[src/rtl/hist_tx_pkg.sv]
// Shared types and constants for the history-FSM pattern transmitter.
// Holds the transmitter state encoding, the idle line level and the length-width helper.
package hist_tx_pkg;

  typedef enum logic [1:0] {
    IDLE  = 2'd0,
    SHIFT = 2'd1,
    DONE  = 2'd2
  } tx_state_e;

  localparam logic IDLE_LEVEL = 1'b0;

  // Bits needed to express a pattern length from 0 up to and including width.
  function automatic int calc_len_w(input int width);
    return $clog2(width + 1);
  endfunction

endpackage

[src/rtl/hist_bit_timer.sv]
// Bit-period timer: strobes bit_end on the last clock of every DIV-clock bit period.
// The count restarts from zero whenever start is asserted.
module hist_bit_timer #(
  parameter int DIV = 1
) (
  input  logic clk,
  input  logic reset,
  input  logic start,
  input  logic enable,
  output logic bit_end
);

  localparam int CNT_W = (DIV > 1) ? $clog2(DIV) : 1;
  localparam logic [CNT_W-1:0] LAST = CNT_W'(DIV - 1);

  logic [CNT_W-1:0] cnt_q;
  logic [CNT_W-1:0] cnt_d;

  always_comb begin
    cnt_d = cnt_q;
    if (start) begin
      cnt_d = '0;
    end else if (enable) begin
      cnt_d = (cnt_q == LAST) ? '0 : cnt_q + CNT_W'(1);
    end
  end

  always_ff @(posedge clk or posedge reset) begin
    if (reset) begin
      cnt_q <= '0;
    end else begin
      cnt_q <= cnt_d;
    end
  end

  assign bit_end = enable && (cnt_q == LAST);

endmodule

[src/rtl/hist_pattern_tx.sv]
// Serial stimulus transmitter for the history FSM: shifts a loaded pattern out LSB-first on `a`
// and captures the FSM x/y feedback per bit. Define HIST_PATTERN_TX_PARITY_EN to append an even-parity bit.
module hist_pattern_tx
  import hist_tx_pkg::*;
#(
  parameter int WIDTH = 16,
  parameter int DIV   = 1,
  parameter int LEN_W = calc_len_w(WIDTH)
) (
  input  logic             clk,
  input  logic             reset,
  input  logic             load_valid,
  output logic             load_ready,
  input  logic [WIDTH-1:0] load_data,
  input  logic [LEN_W-1:0] load_len,
  output logic             a,
  input  logic             x_in,
  input  logic             y_in,
  output logic             busy,
  output logic             done,
  output logic [WIDTH-1:0] resp_x,
  output logic [WIDTH-1:0] resp_y
);

  localparam logic [WIDTH-1:0] FIRST_MASK = WIDTH'(1);
  localparam logic [LEN_W-1:0] MAX_LEN    = LEN_W'(WIDTH);

  tx_state_e        state_q, state_d;
  logic             a_q, a_d;
  logic             load_ready_q, load_ready_d;
  logic             busy_q, busy_d;
  logic             done_q, done_d;
  logic [WIDTH-1:0] resp_x_q, resp_x_d;
  logic [WIDTH-1:0] resp_y_q, resp_y_d;
  logic [WIDTH-1:0] data_q, data_d;
  logic [WIDTH-1:0] mask_q, mask_d;
  logic [LEN_W-1:0] left_q, left_d;

  logic             accept;
  logic [LEN_W-1:0] len_clamped;
  logic             bit_end;

`ifdef HIST_PATTERN_TX_PARITY_EN
  logic             par_q, par_d;
  logic             par_phase_q, par_phase_d;
  logic [WIDTH-1:0] len_mask;

  always_comb begin
    len_mask = '0;
    for (int k = 0; k < WIDTH; k++) begin
      len_mask[k] = (k < int'(len_clamped));
    end
  end
`endif

  assign accept      = load_valid && load_ready_q;
  assign len_clamped = (load_len > MAX_LEN) ? MAX_LEN : load_len;

  hist_bit_timer #(
    .DIV(DIV)
  ) u_timer (
    .clk    (clk),
    .reset  (reset),
    .start  (accept),
    .enable (state_q == SHIFT),
    .bit_end(bit_end)
  );

  // data_q holds only the bits not yet placed on `a`; mask_q marks the response slot of the current bit.
  always_comb begin
    state_d      = state_q;
    a_d          = a_q;
    load_ready_d = load_ready_q;
    busy_d       = busy_q;
    done_d       = 1'b0;
    resp_x_d     = resp_x_q;
    resp_y_d     = resp_y_q;
    data_d       = data_q;
    mask_d       = mask_q;
    left_d       = left_q;
`ifdef HIST_PATTERN_TX_PARITY_EN
    par_d        = par_q;
    par_phase_d  = par_phase_q;
`endif

    case (state_q)
      IDLE: begin
        a_d          = IDLE_LEVEL;
        load_ready_d = 1'b1;
        busy_d       = 1'b0;
        if (accept) begin
          data_d       = load_data >> 1;
          mask_d       = FIRST_MASK;
          left_d       = len_clamped;
          resp_x_d     = '0;
          resp_y_d     = '0;
          load_ready_d = 1'b0;
`ifdef HIST_PATTERN_TX_PARITY_EN
          par_d       = ^(load_data & len_mask);
          par_phase_d = (len_clamped == '0);
          state_d     = SHIFT;
          busy_d      = 1'b1;
          a_d         = (len_clamped == '0) ? IDLE_LEVEL : load_data[0];
`else
          if (len_clamped != '0) begin
            state_d = SHIFT;
            busy_d  = 1'b1;
            a_d     = load_data[0];
          end else begin
            state_d = DONE;
            done_d  = 1'b1;
          end
`endif
        end
      end

      SHIFT: begin
`ifdef HIST_PATTERN_TX_PARITY_EN
        if (bit_end && par_phase_q) begin
          state_d = DONE;
          done_d  = 1'b1;
          busy_d  = 1'b0;
          a_d     = IDLE_LEVEL;
        end else if (bit_end) begin
          resp_x_d = resp_x_q | (x_in ? mask_q : '0);
          resp_y_d = resp_y_q | (y_in ? mask_q : '0);
          data_d   = data_q >> 1;
          mask_d   = mask_q << 1;
          left_d   = left_q - LEN_W'(1);
          if (left_q == LEN_W'(1)) begin
            par_phase_d = 1'b1;
            a_d         = par_q;
          end else begin
            a_d = data_q[0];
          end
        end
`else
        if (bit_end) begin
          resp_x_d = resp_x_q | (x_in ? mask_q : '0);
          resp_y_d = resp_y_q | (y_in ? mask_q : '0);
          data_d   = data_q >> 1;
          mask_d   = mask_q << 1;
          left_d   = left_q - LEN_W'(1);
          if (left_q == LEN_W'(1)) begin
            state_d = DONE;
            done_d  = 1'b1;
            busy_d  = 1'b0;
            a_d     = IDLE_LEVEL;
          end else begin
            a_d = data_q[0];
          end
        end
`endif
      end

      DONE: begin
        state_d      = IDLE;
        load_ready_d = 1'b1;
        busy_d       = 1'b0;
        a_d          = IDLE_LEVEL;
      end

      default: begin
        state_d      = IDLE;
        load_ready_d = 1'b1;
        busy_d       = 1'b0;
        a_d          = IDLE_LEVEL;
      end
    endcase
  end

  always_ff @(posedge clk or posedge reset) begin
    if (reset) begin
      state_q      <= IDLE;
      a_q          <= IDLE_LEVEL;
      load_ready_q <= 1'b1;
      busy_q       <= 1'b0;
      done_q       <= 1'b0;
      resp_x_q     <= '0;
      resp_y_q     <= '0;
      data_q       <= '0;
      mask_q       <= '0;
      left_q       <= '0;
`ifdef HIST_PATTERN_TX_PARITY_EN
      par_q        <= 1'b0;
      par_phase_q  <= 1'b0;
`endif
    end else begin
      state_q      <= state_d;
      a_q          <= a_d;
      load_ready_q <= load_ready_d;
      busy_q       <= busy_d;
      done_q       <= done_d;
      resp_x_q     <= resp_x_d;
      resp_y_q     <= resp_y_d;
      data_q       <= data_d;
      mask_q       <= mask_d;
      left_q       <= left_d;
`ifdef HIST_PATTERN_TX_PARITY_EN
      par_q        <= par_d;
      par_phase_q  <= par_phase_d;
`endif
    end
  end

  assign a          = a_q;
  assign load_ready = load_ready_q;
  assign busy       = busy_q;
  assign done       = done_q;
  assign resp_x     = resp_x_q;
  assign resp_y     = resp_y_q;

endmodule
[config.mk]
export PLATFORM = sky130hd
export DESIGN_NAME = hist_pattern_tx
export DESIGN_NICKNAME = d
export VERILOG_FILES = /design/src/rtl/hist_tx_pkg.sv /design/src/rtl/hist_bit_timer.sv /design/src/rtl/hist_pattern_tx.sv
export SDC_FILE = /design/constraint.sdc
export NUM_CORES = 1
export LEC_CHECK = 0
export ABC_AREA = 1
export BUFFER_PORTS_ARGS = -buffer_cell sky130_fd_sc_hd__buf_2
export CAP_MARGIN = 20
export CORE_MARGIN = 2
export CORE_UTILIZATION = 41
export DETAILED_ROUTE_END_ITERATION = 12
export PLACE_DENSITY = 0.68
export SYNTH_ARGS = -nofsm -noshare
export SYNTH_HDL_FRONTEND = slang
export SYNTH_SLANG_ARGS = --single-unit
[constraint.sdc]
create_clock -name clk -period 2.1 [get_ports clk]
set_input_delay 0.105 -clock clk [delete_from_list [all_inputs] [get_ports clk]]
set_output_delay 0.105 -clock clk [all_outputs]
set_load 0.01 [all_outputs]
Word level (Yosys, flattened, before mapping)
Cells that the tools add are included.

word-level totals
  register bits after elaboration = 76
  latch bits = 0
  bits in writable memories = 0
  memory bits (read-only) = 0
  input port bits = 26
  output and inout bits = 36
  memories kept = 0

operators by class
  $add $sub $neg = 2
  multiply operators = 0
  div/mod/pow operators = 0
  $lt $le $gt $ge = 1
  eq/ne operators = 5
  shift-type cells = 0
  mux-type cells = 42
  bitwise logic cells = 3
  reduce and logical (&&, ||, !) cells = 9

operators with widths
  operator             count
  $mux 16              9
  $pmux 16 s2          4
  $or 16x16->16        2
  $mux 1               16
  $mux 5               3
  $pmux 5 s2           1
  $mux 2               4
  $pmux 1 s2           4
  $ne 2x2->1 const B   3
  $reduce_and 3->1     2
  $eq 5x1->1 const B   1
  $gt 5x5->1 const B   1
  $reduce_bool 5->1    1
  $sub 5x1->5 const B  1
  $pmux 2 s2           1
  $reduce_bool 2->1    2
  $eq 2x1->1 const B   1
  $logic_and 1x1->1    2
  $logic_not 2->1      1
  $reduce_and 2->1     1
  $add 1x1->1 const B  1
  $not 1->1            1

Longest topological paths before layout
  word-level depth = 6
  gate-level depth with buffers = 7
  gate-level depth less buffers = 7

Cells and area by module
A second synthesis with hierarchy kept.

unflattened totals
  cell total of the unflattened synthesis = 350
  area total of the unflattened synthesis = 3348.2 um^2

modules (own cells, without submodules)
  module           times used  cells each  area each (um^2)  seq. area each (um^2)
  hist_pattern_tx  1           349         3340.7            1853.0
  hist_bit_timer   1           1           7.5               0.0

Worst setup path after synthesis
Ideal clock, no wire load.

  path type = reg2reg
  from = reg load_ready_q (netlist: load_ready)
  to = reg mask_q[10]
  arrival time = 1.125 ns
  data required time = 1.975 ns
  path slack = 0.851 ns
  cell stages (with the launch flop) = 6
  path buffers = 2
  clock period less this slack = 1.249 ns
  cells stage by stage = dfstp_2 nand3_2 nand2_1 buf_2 buf_6 o22ai_1

between the ends
  word-level cells in the longest chain between the ends = 3

ends and longest elaborated chain
  item                               RTL line                source
  start, declared                    hist_pattern_tx.sv:30   logic load_ready_q, load_ready_d;
  start signal, assigned             hist_pattern_tx.sv:191  load_ready_q <= load_ready_d;
  $logic_and 1x1->1                  hist_pattern_tx.sv:56   assign accept = load_valid && load_ready_q;
  $ne 2x2->1 (no source line)        --
  $reduce_and 3->1 (no source line)  --
  end signal, assigned               hist_pattern_tx.sv:197  mask_q <= mask_d;
  end, declared                      hist_pattern_tx.sv:36   logic [WIDTH-1:0] mask_q, mask_d;

No other way between the ends.
A chain may end at the register's enable or synchronous reset.

Final worst setup path
  from = reg load_ready_q (netlist: load_ready)
  to = reg data_q[7]

between the ends
  word-level cells in the longest chain between the ends = 3

ends and longest elaborated chain
  item                               RTL line                source
  $logic_and 1x1->1                  hist_pattern_tx.sv:56
  $ne 2x2->1 (no source line)        --
  $reduce_and 3->1 (no source line)  --
  end signal, assigned               hist_pattern_tx.sv:196  data_q <= data_d;
  end, declared                      hist_pattern_tx.sv:35   logic [WIDTH-1:0] data_q, data_d;

No other way between the ends.

==> summary.txt <==
most frequent cells in the layout - nand2_1 (91), dfrtp_1 (73), buf_2 (61)
CP max stage delay - 0.56 ns
CP Max Fanout - 35
Area Overhead vs Synth - 20.57%
Fin Setup TNS - 0 ns
Slew Limit Fails - 0
NetSw - 2335 uW
core region area - 7607 um^2
vias per std cell - 4.910
clock root cell - clkbuf_8
Mapped Avg Cell Area - 9.029 um^2
P_leak - 0.001870 uW
cts bufs inserted - 9
fill count - 715
Synth Net Count - 379
outcome - complete, no violations
Hold Fails Final Rpt - 0
commonest non-fill, non-tap cell in the layout - nand2_1
RSZ-0062 raised after global routing - no
1st-iter DRT viols - 117
CTS HTree Levels - 3
height of the die - 91.92 um
Critical Path RT - 2.36 ns
# clock sinks - 74
VDD IR-drop max - 878.3 uV
Syn Inst Count - 351
top post-synthesis cells by area - dfrtp_1 (58%), nand2_1 (11%), a21oi_1 (5.5%)
CP Cell Sequence - nand3_2 -> nand2_1 -> buf_4 -> nor2_1 -> a31oi_1
leading area contributor after synthesis - dfrtp_1
CTS tree - built
Syn Std Cell Area - 3169 um^2
Seq pwr share - 0.400
Slew headroom - 0.5944
Distinct cells, synth - 24
IO Port Bufs - 61
slew at the pin with the worst max-slew slack - 0.6075 ns
critical path launch point type - flop
Worst-path clk slew - 0.07 ns
Min Clock Period, post-route - 1.368 ns
GRT overflow - 0
starting density of the core - 0.4166
number of I/O pins - 62
dpl ws - 0.7301 ns
Switching Fraction - 0.4052
post-CTS resize count - 0
vias in the first global route - 2435
Pre-antenna DRT Iters - 4
RePlAce Congestion - 0.7653
Routed WL per cell - 12.86 um
overall die width - 91.92 um
DR vias - 2568
row count - 32
PwrDens - 1508 nW/um^2
final worst slack - 0.7325 ns
die area - 8449 um^2
Residual DRC - 0
crit path capture type - flop
Nets - 444
post-route ant nets - 0
Critical Path AT - 1.63 ns
clk_lat worst skew - 0.35 ns
sequential fraction of the synthesis area - 0.5847
final worst-path cycle share - 0.6512
max-capacitance violation count - 0
largest net degree at the start of global routing - 48
CP Class - flop to flop
worst hold path type - input port to flop
Seq cells post-synth - 74
initial antenna violation count - 0
final wirelength - 6725 um
first-pass GRT wire length - 11590 um
All-Layer GR Usage - 0.1727
Cell Int Power - 3427 uW
clock share of power - 0.209
CP max-delay cell - dfstp_2
top-area cell type share of the netlist area - 0.5764
Yosys warnings - 0
DP HPWL - 4404 um
n_diodes - 0
Layout Skew - 0.007655 ns
layout cell share with drive strength beyond 1 - 0.2185
fmax - 731.3 MHz
Clock Path Buffers - 2
final setup fails - 0
share of total power in combinational logic - 0.391
[final timing paths]
path	start	end	slack, ns	cells past startpoint
setup / recovery	load_ready	data_q[7]	0.73	5
hold / removal	load_data[10]	data_q[9]	0.02	3
setup reg to reg	load_ready	data_q[7]	0.73	5
hold reg to reg	busy	busy	0.47	2
max in group asynchronous	reset	resp_x[2]	1.12	4
min in group asynchronous	reset	left_q[0]	0.37	3
[sequential cells by signal, indices dropped and copies added, names as in the netlist]
| signal | cells |
|---|---|
| resp_y | 16 |
| load_ready | 1 |
| state_q | 2 |
| a | 1 |
| busy | 1 |
| done | 1 |
| resp_x | 16 |
| mask_q | 16 |
| left_q | 5 |
| data_q | 15 |
[kinds of logic (layout without fill, tap and decap cells)]
group,after synthesis,after routing,synth area share
flops,74,74,0.5847
simple gates,128,128,0.1615
compound gates,101,101,0.1737
buf+inv,46,116,0.07224
fa+ha+maj,2,2,0.007895
[cell type report]
type | count | area, um^2 | share of cell area
multi-input cells | 231 | 1087 | 0.2845
flip-flops and latches | 74 | 1853 | 0.4849
clock buffers | 10 | 127.6 | 0.03340
repair buffers | 75 | 440.4 | 0.1153
well taps | 102 | 127.6 | 0.03340
clock inverters | 6 | 91.34 | 0.02390
inverters | 25 | 93.84 | 0.02456
[critical path, delay by kind of cell, from the launching register on]
family | cells | cell delay (ns)
flip-flops | 1 | 0.56
buffers and inverters | 1 | 0.32
AND/OR/NAND/NOR | 3 | 0.24
AO/OA/AOI/OAI | 1 | 0.16
[stage by stage]
step	area, um^2	hold slack (ns)	total power [uW]	instances	utilization
2_1_floorplan	3169	0.2146	4062	351	-
3_3_place_gp	3532	0.2140	4534	500	0.4643
3_5_place_dp	3532	0.2187	4610	500	0.4643
4_1_cts	3801	0.00007949	5838	521	0.4997
5_1_grt	3821	0.002314	6274	523	0.5023
6_report	3821	0.01841	5761	523	0.5023
[synth_stat cells, drive strengths merged]
master / number
nand2: 92
dfrtp: 73
o21ai: 36
a21oi: 35
nor2: 26
inv: 25
buf: 16
a31oi: 15
o22ai: 14
nand3: 8
clkbuf: 5
ha: 2
dfstp: 1
nand3b: 1
o211ai: 1
or2: 1
[power by group through the flow]
stage               logic (uW)  registers (uW)  clock network, uW
global placement          2210            2320                  0
floorplan                 1690            2370                  0
CTS                       2280            2310               1240
finish                    2250            2310               1200
detailed placement        2270            2340                  0
global route              2590            2370               1310
[layer usage]
metal / GRT usage / vias to the layer above / share of wire / wire [um]
met1: 0.2282 / 1200 / 0.47 / 3144
met3: 0.06491 / 7 / 0.054 / 362
met4: 0.04726 / 0 / 0.010 / 70
met2: 0.2684 / 71 / 0.47 / 3148
met5: 0 / - / 0 / 0
li1: - / 1290 / - / -
[what timing repair did]
action,4_1_cts,5_1_grt
hold buffers,5,2
buffers inserted,0,0
endpoints found under the hold margin,29,2
(Power assumes the default switching activity.)
